## src/rtl/uart_frame_pkg.sv

```systemverilog
// Shared constants and types for the UART command-frame parser.
// Frame on the wire: HDR, OP, ADDR[23:16], ADDR[15:8], ADDR[7:0], DATA, CHK.
package uart_frame_pkg;

  localparam logic [7:0] HDR_DEFAULT   = 8'hAA;
  localparam logic [7:0] OP_BYTE_WRITE = 8'h01;
  localparam logic [7:0] OP_BYTE_ERASE = 8'h02;

  typedef enum logic [1:0] {
    CMD_NONE  = 2'b00,
    CMD_WRITE = 2'b01,
    CMD_ERASE = 2'b10
  } cmd_op_e;

  typedef enum logic [1:0] {
    ERR_OVERRUN  = 2'b00,
    ERR_CHECKSUM = 2'b01,
    ERR_TIMEOUT  = 2'b10,
    ERR_BAD_OP   = 2'b11
  } err_code_e;

  typedef enum logic [2:0] {
    ST_IDLE,
    ST_OP,
    ST_A2,
    ST_A1,
    ST_A0,
    ST_DAT,
    ST_CHK,
    ST_OUT
  } state_e;

  // True while a frame is partially received and the inter-byte timer is live.
  function automatic logic in_frame(input state_e s);
    return (s != ST_IDLE) && (s != ST_OUT);
  endfunction

endpackage

```

## src/rtl/uart_frame_parse_byte_timeout_cnt.sv

```systemverilog
// Inter-byte timer: cleared by each byte, held at zero when disabled,
// saturates at LIMIT-1 and pulses expire for exactly one cycle on reaching it.
module byte_timeout_cnt #(
  parameter  int unsigned LIMIT = 500000,
  localparam int unsigned W     = (LIMIT > 1) ? $clog2(LIMIT) : 1
) (
  input  logic sclk,
  input  logic rst,
  input  logic en,
  input  logic clr,
  output logic expire
);

  localparam logic [W-1:0] LAST = W'(LIMIT - 1);

  logic [W-1:0] count;
  logic         fired;

  // NOTE: sequential state uses non-blocking assignments so every flop samples pre-edge values.
  always_ff @(posedge sclk or posedge rst) begin
    if (rst) begin
      count <= '0;
      fired <= 1'b0;
    end else if (!en || clr) begin
      count <= '0;
      fired <= 1'b0;
    end else begin
      if (count != LAST) count <= count + 1'b1;
      if (count == LAST) fired <= 1'b1;
    end
  end

  // A byte arriving in the expiry cycle wins, hence the clr gate.
  assign expire = en && !clr && (count == LAST) && !fired;

endmodule

```

## src/rtl/uart_frame_parse.sv

```systemverilog
// Parses HDR/OP/ADDR/DATA/CHK byte frames from a UART receiver into
// write/erase commands with a valid/ready handshake and error strobes.
module uart_frame_parse
  import uart_frame_pkg::*;
#(
  parameter int unsigned TIMEOUT_CYC = 500000,
  parameter logic [7:0]  HDR         = HDR_DEFAULT
) (
  input  logic        sclk,
  input  logic        rst,
  input  logic [7:0]  po_data,
  input  logic        po_flag,
  input  logic        cmd_ready,
  output logic        cmd_valid,
  output logic [1:0]  cmd_op,
  output logic [23:0] cmd_addr,
  output logic [7:0]  cmd_data,
  output logic        err_flag,
  output logic [1:0]  err_code
);

  state_e    state_q, state_d;
  cmd_op_e   op_q, op_d;
  logic [23:0] addr_q, addr_d;
  logic [7:0]  data_q, data_d;
  logic [7:0]  xor_q, xor_d;
  logic        err_q, err_d;
  err_code_e   code_q, code_d;
  logic        expire;

  byte_timeout_cnt #(.LIMIT(TIMEOUT_CYC)) u_timeout (
    .sclk   (sclk),
    .rst    (rst),
    .en     (in_frame(state_q)),
    .clr    (po_flag),
    .expire (expire)
  );

  always_ff @(posedge sclk or posedge rst) begin
    if (rst) begin
      state_q <= ST_IDLE;
      op_q    <= CMD_NONE;
      addr_q  <= '0;
      data_q  <= '0;
      xor_q   <= '0;
      err_q   <= 1'b0;
      code_q  <= ERR_OVERRUN;
    end else begin
      state_q <= state_d;
      op_q    <= op_d;
      addr_q  <= addr_d;
      data_q  <= data_d;
      xor_q   <= xor_d;
      err_q   <= err_d;
      code_q  <= code_d;
    end
  end

  // NOTE: every output of this block gets a default first, so no path infers a latch.
  always_comb begin
    state_d = state_q;
    op_d    = op_q;
    addr_d  = addr_q;
    data_d  = data_q;
    xor_d   = xor_q;
    err_d   = 1'b0;
    code_d  = code_q;

    unique case (state_q)
      ST_IDLE: begin
        if (po_flag && (po_data == HDR)) begin
          state_d = ST_OP;
          xor_d   = '0;
        end
      end
      ST_OP: begin
        if (po_flag) begin
          if ((po_data == OP_BYTE_WRITE) || (po_data == OP_BYTE_ERASE)) begin
            op_d    = (po_data == OP_BYTE_WRITE) ? CMD_WRITE : CMD_ERASE;
            xor_d   = xor_q ^ po_data;
            state_d = ST_A2;
          end else begin
            state_d = ST_IDLE;
            err_d   = 1'b1;
            code_d  = ERR_BAD_OP;
          end
        end
      end
      ST_A2: begin
        if (po_flag) begin
          addr_d[23:16] = po_data;
          xor_d         = xor_q ^ po_data;
          state_d       = ST_A1;
        end
      end
      ST_A1: begin
        if (po_flag) begin
          addr_d[15:8] = po_data;
          xor_d        = xor_q ^ po_data;
          state_d      = ST_A0;
        end
      end
      ST_A0: begin
        if (po_flag) begin
          addr_d[7:0] = po_data;
          xor_d       = xor_q ^ po_data;
          state_d     = ST_DAT;
        end
      end
      ST_DAT: begin
        if (po_flag) begin
          data_d  = po_data;
          xor_d   = xor_q ^ po_data;
          state_d = ST_CHK;
        end
      end
      ST_CHK: begin
        if (po_flag) begin
          if (po_data == xor_q) begin
            state_d = ST_OUT;
          end else begin
            state_d = ST_IDLE;
            err_d   = 1'b1;
            code_d  = ERR_CHECKSUM;
          end
        end
      end
      ST_OUT: begin
        // A byte here has nowhere to go; it is dropped even on the transfer cycle.
        if (po_flag) begin
          err_d  = 1'b1;
          code_d = ERR_OVERRUN;
        end
        if (cmd_ready) state_d = ST_IDLE;
      end
      default: state_d = ST_IDLE;
    endcase

    // expire is only ever high in a frame state without a byte, so no other error competes.
    if (expire) begin
      state_d = ST_IDLE;
      err_d   = 1'b1;
      code_d  = ERR_TIMEOUT;
    end
  end

  assign cmd_valid = (state_q == ST_OUT);
  assign cmd_op    = op_q;
  assign cmd_addr  = addr_q;
  assign cmd_data  = data_q;
  assign err_flag  = err_q;
  assign err_code  = code_q;

endmodule
```

## config.mk

```make
export PLATFORM = sky130hd
export DESIGN_NAME = uart_frame_parse
export DESIGN_NICKNAME = d
export VERILOG_FILES = /design/src/rtl/uart_frame_pkg.sv /design/src/rtl/uart_frame_parse_byte_timeout_cnt.sv /design/src/rtl/uart_frame_parse.sv
export SDC_FILE = /design/constraint.sdc
export NUM_CORES = 1
export LEC_CHECK = 0
export ABC_AREA = 1
export BUFFER_PORTS_ARGS = -buffer_cell sky130_fd_sc_hd__buf_4
export CORE_MARGIN = 2
export CORE_UTILIZATION = 58
export CTS_CLUSTER_SIZE = 24
export DETAILED_ROUTE_END_ITERATION = 7
export PLACE_DENSITY = 0.81
export SETUP_SLACK_MARGIN = 0.05
export SKIP_CTS_REPAIR_TIMING = 1
export SKIP_LAST_GASP = 1
export SLEW_MARGIN = 25
export SYNTH_ARGS = -nofsm -noshare
export SYNTH_HDL_FRONTEND = slang
export SYNTH_HIERARCHICAL = 1
export SYNTH_SLANG_ARGS = --single-unit
```

## constraint.sdc

```tcl
create_clock -name sclk -period 3.55 [get_ports sclk]
set_input_delay 0.5325 -clock sclk [delete_from_list [all_inputs] [get_ports sclk]]
set_output_delay 0.5325 -clock sclk [all_outputs]
set_load 0.05 [all_outputs]
```

==> results.json, run 1 <==
{
  "ys_types": 31,
  "startpoint_type": "register",
  "cp_max_fo": 17,
  "n_antenna_cell": 0,
  "ir_worst_vdd_uv": 726.9,
  "avgRoutedWirePerCell_um": 13.90,
  "power.leakage_nw": 2.081,
  "synth_top_area_share_pct": 48.47,
  "grt_pass1_vias": 2848,
  "drtIter0Drc": 251,
  "h-tree-depth": 3,
  "nets": 519,
  "final_max_slew_viol_count": 0,
  "ys_ff_latch": 68,
  "synth_async_sr_flop_share_pct": 100.0,
  "regArea_um2": 1702,
  "yosys.cell_count.top_type": "nand2_1",
  "yosys-top-cells-count": "nand2_1 (138), dfrtp_1 (68), inv_1 (40), nor2_1 (37), nand3_1 (36)",
  "port_buffers": 49,
  "crit_required_ns": 3.79,
  "grt_pass1_wl_um": 13430,
  "rr_worst_depth": 14,
  "postSynthAreaPerCell_um2": 7.750,
  "viasPerCell": 5.343,
  "synth_seq_area_share_pct": 48.47,
  "fillers": 463,
  "max_freq_mhz": 408.8,
  "setup_tns_ns": 0,
  "status": "completed",
  "worstMarginPinSlew_ns": 0.8157,
  "synth_top_cell_by_area": "dfrtp_1",
  "drv_cap": 0,
  "hpwlAfterDp_um": 5745,
  "setup_viol": 0,
  "insertion_delay_ns": 0.35,
  "synth_edf_count": 0,
  "grt_usage_pct": 26.53,
  "synth_area_leaders": "dfrtp_1 (48%), nand2_1 (15%), nand3_1 (5.1%)",
  "hp-class": "primary input to asynchronous set/reset pin",
  "fp.dieW_um": 81.80,
  "drt-total-wl_um": 8144,
  "fp.dieH_um": 81.80,
  "multi_input_area_um2": 1564,
  "cp-end-kind": "register",
  "rsz0062_at_grt": "no",
  "synth_nets": 466,
  "grt_max_degree": 49,
  "worstSetupPathType": "register to register",
  "drtPass1Iterations": 6,
  "period_needed_ns": 2.446,
  "io_pins": 50,
  "postRouteAntennaNets": 0,
  "row_count": 28,
  "arrival_ns": 2.68,
  "drive_gt1_share_pct": 21.92,
  "start_util_pct": 59.65,
  "slew_headroom_pct": 45.62,
  "drc": 0,
  "p_total_mw": 3.639,
  "cts.sinks": 68,
  "final-hold-violation-count": 0,
  "gp_congestion": 0.9467,
  "cts_inserted_buffers": 9,
  "synth_area_um2": 3511,
  "syn_inst": 453,
  "die_area_um2": 6691,
  "finalCritPeriodShare_pct": 68.91,
  "clk_pin_slew_ns": 0.07,
  "powerDensity_nw_per_um2": 879.1,
  "core_region_area_um2": 5886,
  "holdWs_ns": 0.3135,
  "dr_total_vias": 3131,
  "final_util_pct": 70.34,
  "ys_warn_count": 6,
  "fin_skew_ns": 0.008644,
  "cts_tree": "done",
  "antenna_found_initial": 0,
  "area.growth.synth_to_final_pct": 17.93,
  "clk_path_buf_depth": 2,
  "root_buffer": "clkbuf_8",
  "synthFlopType": "dfrtp_1",
  "grt.overflow.total": 0
}
## metal layers
metal	track usage [%]	up-vias	share of wire, %
met4	12.33	0	2.1
met1	37.87	1456	46
met2	39.67	94	47
li1	-	1565	-
met5	0	-	0
met3	4.396	16	4.5
## cell usage in the layout (no fill, tap or decap), drive strengths merged
master / n
or2: 2
o21a: 1
nor2: 47
clkbuf: 9
and2: 1
nand4: 9
nand2: 143
bufinv: 1
inv: 54
a21oi: 13
dfrtp: 68
clkinvlp: 1
o21ai: 52
nand3b: 2
nand3: 40
xor2: 3
ha: 1
nor3: 10
clkinv: 4
buf: 50
## worst max-delay path, stage by stage, from the launching register on
cell	delay (ns)
dfrtp_1	0.55
nor2_2	0.07
nand2_1	0.12
inv_2	0.07
nor2_1	0.08
inv_1	0.05
nor2_2	0.07
buf_4	0.21
nand3_1	0.10
nor2_1	0.21
clkinv_1	0.26
a21oi_1	0.27
nand3_1	0.16
nand2_1	0.08
nand2_1	0.05
## flip-flops by register name (all words and copies together), names as in the netlist
signal / count
u_timeout/count: 19
cmd_op: 2
err_flag: 1
cmd_data: 8
err_code: 2
state_q: 3
u_timeout/fired: 1
cmd_addr: 24
xor_q: 8
## cells by family (layout without fill, tap and decap cells)
group                    Yosys count  count (layout)  synth area share, %
buffers and inverters             61             119                6.985
AND/OR/NAND/NOR                  254             254                33.00
flip-flops                        68              68                48.47
adder cells (fa/ha/maj)            1               1               0.3563
AO/OA/AOI/OAI                     66              66                10.44
XOR/XNOR                           3               3               0.7485
## cell type report
| type | count | area share, % |
|---|---|---|
| clock buffer | 9 | 2.992 |
| clock inverter | 7 | 1.964 |
| inverter | 53 | 4.835 |
| multi-input combinational | 324 | 37.78 |
| sequential | 68 | 41.10 |
| tap | 75 | 2.267 |
| timing repair buffer | 50 | 9.066 |
## per-stage QoR
stage,area [µm²],setup slack [ns],instances
finish,4140,1.104,586
global route,4140,0.8046,586
CTS,4139,1.097,586
detailed placement,3934,1.113,570
global placement,3934,1.213,570
floorplan,3511,1.226,453
## where the power goes
part | internal, mW | leakage (nW) | switching (mW)
logic | 0.506 | 1.10 | 1.26
registers | 1.03 | 0.884 | 0.179
clock network | 0.334 | 0.101 | 0.324
total | 1.87 | 2.08 | 1.76
## final timing paths
| path | start | end | slack, ns |
|---|---|---|---|
| min in group sclk | err_code[1] | err_code[1] | 0.49 |
| worst max register to register | state_q[2] | err_code[0] | 1.10 |
| max in group asynchronous | rst | cmd_addr[7] | 2.73 |
| worst min-delay path | rst | err_code[0] | 0.31 |
| worst max-delay path | state_q[2] | err_code[0] | 1.10 |
| worst min register to register | err_code[1] | err_code[1] | 0.49 |
Power figures use the tool's default switching activity.
==> run 2, diff against run 1 <==
--- a/config.mk
+++ b/config.mk
@@ -8,10 +8,10 @@
 export ABC_AREA = 1
 export BUFFER_PORTS_ARGS = -buffer_cell sky130_fd_sc_hd__buf_4
 export CORE_MARGIN = 2
-export CORE_UTILIZATION = 58
+export CORE_UTILIZATION = 52
 export CTS_CLUSTER_SIZE = 24
 export DETAILED_ROUTE_END_ITERATION = 7
-export PLACE_DENSITY = 0.81
+export PLACE_DENSITY = 0.76
 export SETUP_SLACK_MARGIN = 0.05
 export SKIP_CTS_REPAIR_TIMING = 1
 export SKIP_LAST_GASP = 1
==> constraint.sdc (replaced) <==
create_clock -name sclk -period 2.1 [get_ports sclk]
set_input_delay 0.315 -clock sclk [delete_from_list [all_inputs] [get_ports sclk]]
set_output_delay 0.315 -clock sclk [all_outputs]
set_load 0.05 [all_outputs]
==> run 2 against run 1 <==
  * Via count increased by 0.38%
  * Sequential power increased by 70%
  * Non-clock buffer count grew 11
  * Routed wire length rose by 7.1%
  * Design area is 4.7% higher
  * Largest cell class unchanged
  * First-iteration DRC count is 49% lower
  * Sequential share of layout area is 1.7 points lower
  * Worst setup slack got worse by 0.85 ns
  * Combinational power is 75% higher
==> results.json, run 2 (synthesis gave the netlist of run 1 again) <==
{
  "dr_total_vias": 3143,
  "ir_worst_vdd_uv": 1167,
  "gp_congestion": 0.8761,
  "area.growth.synth_to_final_pct": 23.41,
  "worstSetupPathType": "register to register",
  "final_util_pct": 67.47,
  "drtIter0Drc": 127,
  "regArea_um2": 1705,
  "avgRoutedWirePerCell_um": 14.56,
  "die_area_um2": 7425,
  "cts.sinks": 68,
  "rr_worst_depth": 13,
  "postRouteAntennaNets": 0,
  "powerDensity_nw_per_um2": 1488,
  "grt_usage_pct": 24.76,
  "slew_headroom_pct": 48.49,
  "cp-end-kind": "register",
  "largest_reg_flops": 24,
  "final-hold-violation-count": 0,
  "multi_input_area_um2": 1630,
  "status": "completed",
  "insertion_delay_ns": 0.34,
  "finalCritPeriodShare_pct": 87.80,
  "period_needed_ns": 1.844,
  "viasPerCell": 5.247,
  "grt_max_degree": 49,
  "grt_pass1_vias": 3005,
  "layout_commonest_cell": "nand2_1",
  "root_buffer": "clkbuf_8",
  "antenna_found_initial": 0,
  "setup_tns_ns": 0,
  "final_max_slew_viol_count": 0,
  "setup_viol": 0,
  "cts_inserted_buffers": 9,
  "crit_required_ns": 2.33,
  "clk_path_buf_depth": 2,
  "startpoint_type": "register",
  "clk_pin_slew_ns": 0.08,
  "drive_gt1_share_pct": 25.29,
  "setup_slack_ns": 0.2562,
  "max_freq_mhz": 542.4,
  "worstMarginPinSlew_ns": 0.7719,
  "drt-total-wl_um": 8721,
  "fp.dieH_um": 86.17,
  "drv_cap": 0,
  "core_region_area_um2": 6422,
  "grt_pass1_wl_um": 14290,
  "row_count": 29,
  "drtPass1Iterations": 4,
  "hpwlAfterDp_um": 6286,
  "rsz0062_at_grt": "no",
  "cp_max_fo": 6,
  "mostFrequentLayoutCells": "nand2_1 (138), dfrtp_1 (65), buf_4 (61)",
  "arrival_ns": 2.07,
  "port_buffers": 49,
  "nets": 530,
  "p_total_mw": 6.448,
  "placed_cells": 582,
  "fp.dieW_um": 86.17,
  "finalNonFillerCells": 599,
  "start_util_pct": 54.67,
  "n_antenna_cell": 0,
  "cts_tree": "done",
  "hp-class": "primary input to asynchronous set/reset pin",
  "io_pins": 50,
  "fin_skew_ns": 0.01117,
  "fillers": 539,
  "grt.overflow.total": 0,
  "drc": 0,
  "h-tree-depth": 3,
  "power.leakage_nw": 2.167,
  "dp_slack_ns": 0.03207
}
-- run 2: per-layer routing --
layer  track usage [%]  vias to the layer above  share of wire [%]  wire length, µm
met2             42.71                       79                 52             4533
met1             31.42                     1478                 42             3705
met4             5.966                        0               0.86               75
met3             6.381                        7                4.7              407
li1                  -                     1579                  -                -
met5                 0                        -                  0                0
-- run 2: area by class of cell --
class | count | share of cell area (%)
multi-input combinational | 324 | 37.63
sequential | 68 | 39.36
timing repair buffer | 61 | 10.57
inverter | 53 | 4.707
clock inverter | 6 | 2.570
tap | 77 | 2.224
clock buffer | 10 | 2.945
-- run 2: path summary, 6_finish.rpt --
kind	to	slack [ns]	from
min in group sclk	cmd_data[2]	0.31	po_data[2]
worst min-delay path	u_timeout/count[9]	0.12	rst
worst min register to register	err_code[1]	0.48	err_code[1]
max in group asynchronous	u_timeout/fired	1.48	rst
worst max register to register	err_code[1]	0.26	state_q[1]
worst max-delay path	err_code[1]	0.26	state_q[1]
-- run 2: critical path, stage by stage, from the launching register on --
cell,delay (ns)
dfrtp_2,0.44
inv_2,0.08
nand2_1,0.12
inv_2,0.07
nor2_1,0.08
inv_1,0.07
nor2_4,0.10
nand3_1,0.13
nor2_4,0.18
nor3_1,0.10
a21oi_4,0.16
nand3_2,0.10
nand2_1,0.07
nand2_1,0.05
-- run 2: metrics by stage --
stage / area (µm²) / hold slack (ns)
floorplan: 3542 / 0.2788
global placement: 4034 / 0.4624
detailed placement: 4034 / 0.4753
CTS: 4273 / 0.1319
global route: 4333 / 0.1902
finish: 4333 / 0.1226
-- run 2: where the power goes --
group          leakage, nW  internal [mW]  switching [mW]
Clock                0.117          0.791           0.503
Combinational         1.17          0.905            2.18
Sequential           0.881           1.75           0.309
Total                 2.17           3.45            3.00
==> run 3, diff against run 2 <==
--- a/config.mk
+++ b/config.mk
@@ -5,13 +5,12 @@
 export SDC_FILE = /design/constraint.sdc
 export NUM_CORES = 1
 export LEC_CHECK = 0
-export ABC_AREA = 1
 export BUFFER_PORTS_ARGS = -buffer_cell sky130_fd_sc_hd__buf_4
 export CORE_MARGIN = 2
-export CORE_UTILIZATION = 52
+export CORE_UTILIZATION = 51
 export CTS_CLUSTER_SIZE = 24
 export DETAILED_ROUTE_END_ITERATION = 7
-export PLACE_DENSITY = 0.76
+export PLACE_DENSITY = 0.75
 export SETUP_SLACK_MARGIN = 0.05
 export SKIP_CTS_REPAIR_TIMING = 1
 export SKIP_LAST_GASP = 1
==> run 3 against run 2 <==
  * Sequential power decreased by 27%
  * First-iteration DRC count increased by 26%
  * Die area decreased by 3.1%
  * Clock power decreased by 17%
  * Non-clock buffer count increased by 3
  * Via count decreased by 17%
  * Fmax decreased by 3.5%
  * Largest cell class unchanged
==> results.json, run 3 <==
{
  "crit_required_ns": 2.33,
  "synthFlopType": "dfrtp_1",
  "synth_nets": 324,
  "slew_headroom_pct": 49.93,
  "p_total_mw": 3.297,
  "grt_usage_pct": 21.06,
  "max_freq_mhz": 523.6,
  "dr_total_vias": 2600,
  "drive_gt1_share_pct": 34.76,
  "worstSetupPathType": "register to register",
  "ys_ff_latch": 68,
  "startpoint_type": "register",
  "multi_input_area_um2": 1549,
  "largest_reg_flops": 24,
  "fin_skew_ns": 0.01185,
  "drtIter0Drc": 160,
  "placed_cells": 435,
  "final-hold-violation-count": 0,
  "synth_async_sr_flop_share_pct": 100.0,
  "start_util_pct": 52.47,
  "avgRoutedWirePerCell_um": 15.82,
  "powerDensity_nw_per_um2": 811.7,
  "ir_worst_vdd_uv": 609.6,
  "setup_tns_ns": 0,
  "fp.dieH_um": 84.83,
  "yosys-top-cells-count": "dfrtp_1 (68), mux2_2 (32), nor2_1 (28), nand2_1 (20), o21ai_0 (14)",
  "cts_inserted_buffers": 9,
  "layout_commonest_cell": "dfrtp_1",
  "grt.overflow.total": 0,
  "cp-end-kind": "register",
  "synth_area_leaders": "dfrtp_1 (51%), mux2_2 (11%), nor2_1 (3.2%)",
  "synth_seq_area_share_pct": 51.07,
  "ys_types": 55,
  "mostFrequentLayoutCells": "dfrtp_1 (67), buf_4 (64), mux2_2 (32)",
  "placed_cell_area_um2": 3854,
  "grt_pass1_vias": 2438,
  "core_region_area_um2": 6350,
  "drv_cap": 0,
  "hp-class": "primary input to asynchronous set/reset pin",
  "synth_area_um2": 3332,
  "drtPass1Iterations": 4,
  "fp.dieW_um": 84.83,
  "area.growth.synth_to_final_pct": 21.89,
  "row_count": 29,
  "synth_top_cell_by_area": "dfrtp_1",
  "arrival_ns": 2.14,
  "rsz0062_at_grt": "no",
  "setup_viol": 0,
  "drc": 0,
  "period_needed_ns": 1.910,
  "finalNonFillerCells": 451,
  "cp_max_fo": 5,
  "final_util_pct": 63.96,
  "final_max_slew_viol_count": 0,
  "io_pins": 50,
  "cts_tree": "done",
  "finalCritPeriodShare_pct": 90.95,
  "ys_warn_count": 6,
  "regArea_um2": 1703,
  "hpwlAfterDp_um": 4983,
  "viasPerCell": 5.765,
  "synth_edf_count": 0,
  "syn_inst": 311,
  "status": "completed",
  "postSynthAreaPerCell_um2": 10.71,
  "power.leakage_nw": 1.905,
  "drt-total-wl_um": 7137,
  "antenna_found_initial": 0,
  "rr_worst_depth": 7,
  "die_area_um2": 7196,
  "insertion_delay_ns": 0.34,
  "h-tree-depth": 3,
  "root_buffer": "clkbuf_8",
  "synth_top_area_share_pct": 51.07,
  "grt_pass1_wl_um": 12010,
  "grt_max_degree": 23,
  "yosys.cell_count.top_type": "dfrtp_1",
  "cts.sinks": 68,
  "postRouteAntennaNets": 0,
  "nets": 382,
  "n_antenna_cell": 0,
  "worstMarginPinSlew_ns": 0.7503,
  "gp_congestion": 0.9159,
  "fillers": 528,
  "port_buffers": 49,
  "clk_pin_slew_ns": 0.08,
  "fin_area_um2": 4061,
  "clk_path_buf_depth": 2
}
-- run 3: cell type report --
| cell class | instances | share of cell area [%] |
|---|---|---|
| flip-flops and latches | 68 | 41.93 |
| multi-input cells | 217 | 38.14 |
| repair buffers | 64 | 11.83 |
| clock buffers | 9 | 3.050 |
| well taps | 77 | 2.372 |
| clock inverters | 7 | 1.848 |
| inverters | 9 | 0.8318 |
-- run 3: critical path, cell delays in order (launching register included) --
cell	delay [ns]
dfrtp_1	0.42
ha_2	0.24
and4_1	0.19
nand4_1	0.12
or2_1	0.30
nor3_4	0.20
nor2_1	0.10
a22o_1	0.23
-- run 3: per-stage QoR --
stage               setup WS, ns  hold WS (ns)
CTS                       0.1682       0.01279
floorplan                0.03682        0.2788
detailed placement        0.1669        0.3843
global placement          0.2228        0.3812
global route             0.06987       0.03338
finish                    0.1900      0.004937
-- run 3: path summary, 6_finish.rpt --
path	startpoint	end	slack, ns
worst max-delay path	u_timeout/count[0]	state_q[2]	0.19
worst min-delay path	rst	xor_q[6]	0.005
worst max register to register	u_timeout/count[0]	state_q[2]	0.19
worst min register to register	cmd_addr[1]	cmd_addr[1]	0.51
max in group asynchronous	rst	state_q[1]	1.48
min in group sclk	po_flag	err_code[0]	0.26
-- run 3: logic make-up (layout without fill, tap and decap cells) --
logic type / Yosys count / after routing / synth area share [%]
and+or+nand+nor: 106 / 106 / 17.88
DFF: 68 / 68 / 51.07
AOI/OAI and AO/OA: 61 / 61 / 12.09
muxes: 33 / 33 / 11.12
buffers and inverters: 26 / 89 / 3.267
xor gates and xnor gates: 16 / 16 / 4.206
adders and majority gates: 1 / 1 / 0.3755
-- run 3: routing by layer --
layer	GRT usage, %	up-vias	share of wire [%]
met5	0	-	0
met4	6.638	0	1.4
met3	5.058	9	3.3
met2	32.14	53	47
met1	30.05	1297	48
li1	-	1241	-
-- run 3: power breakdown --
group	switching (mW)	internal, mW
Sequential	0.0904	1.41
Combinational	0.453	0.275
Clock	0.518	0.554
Total	1.06	2.24
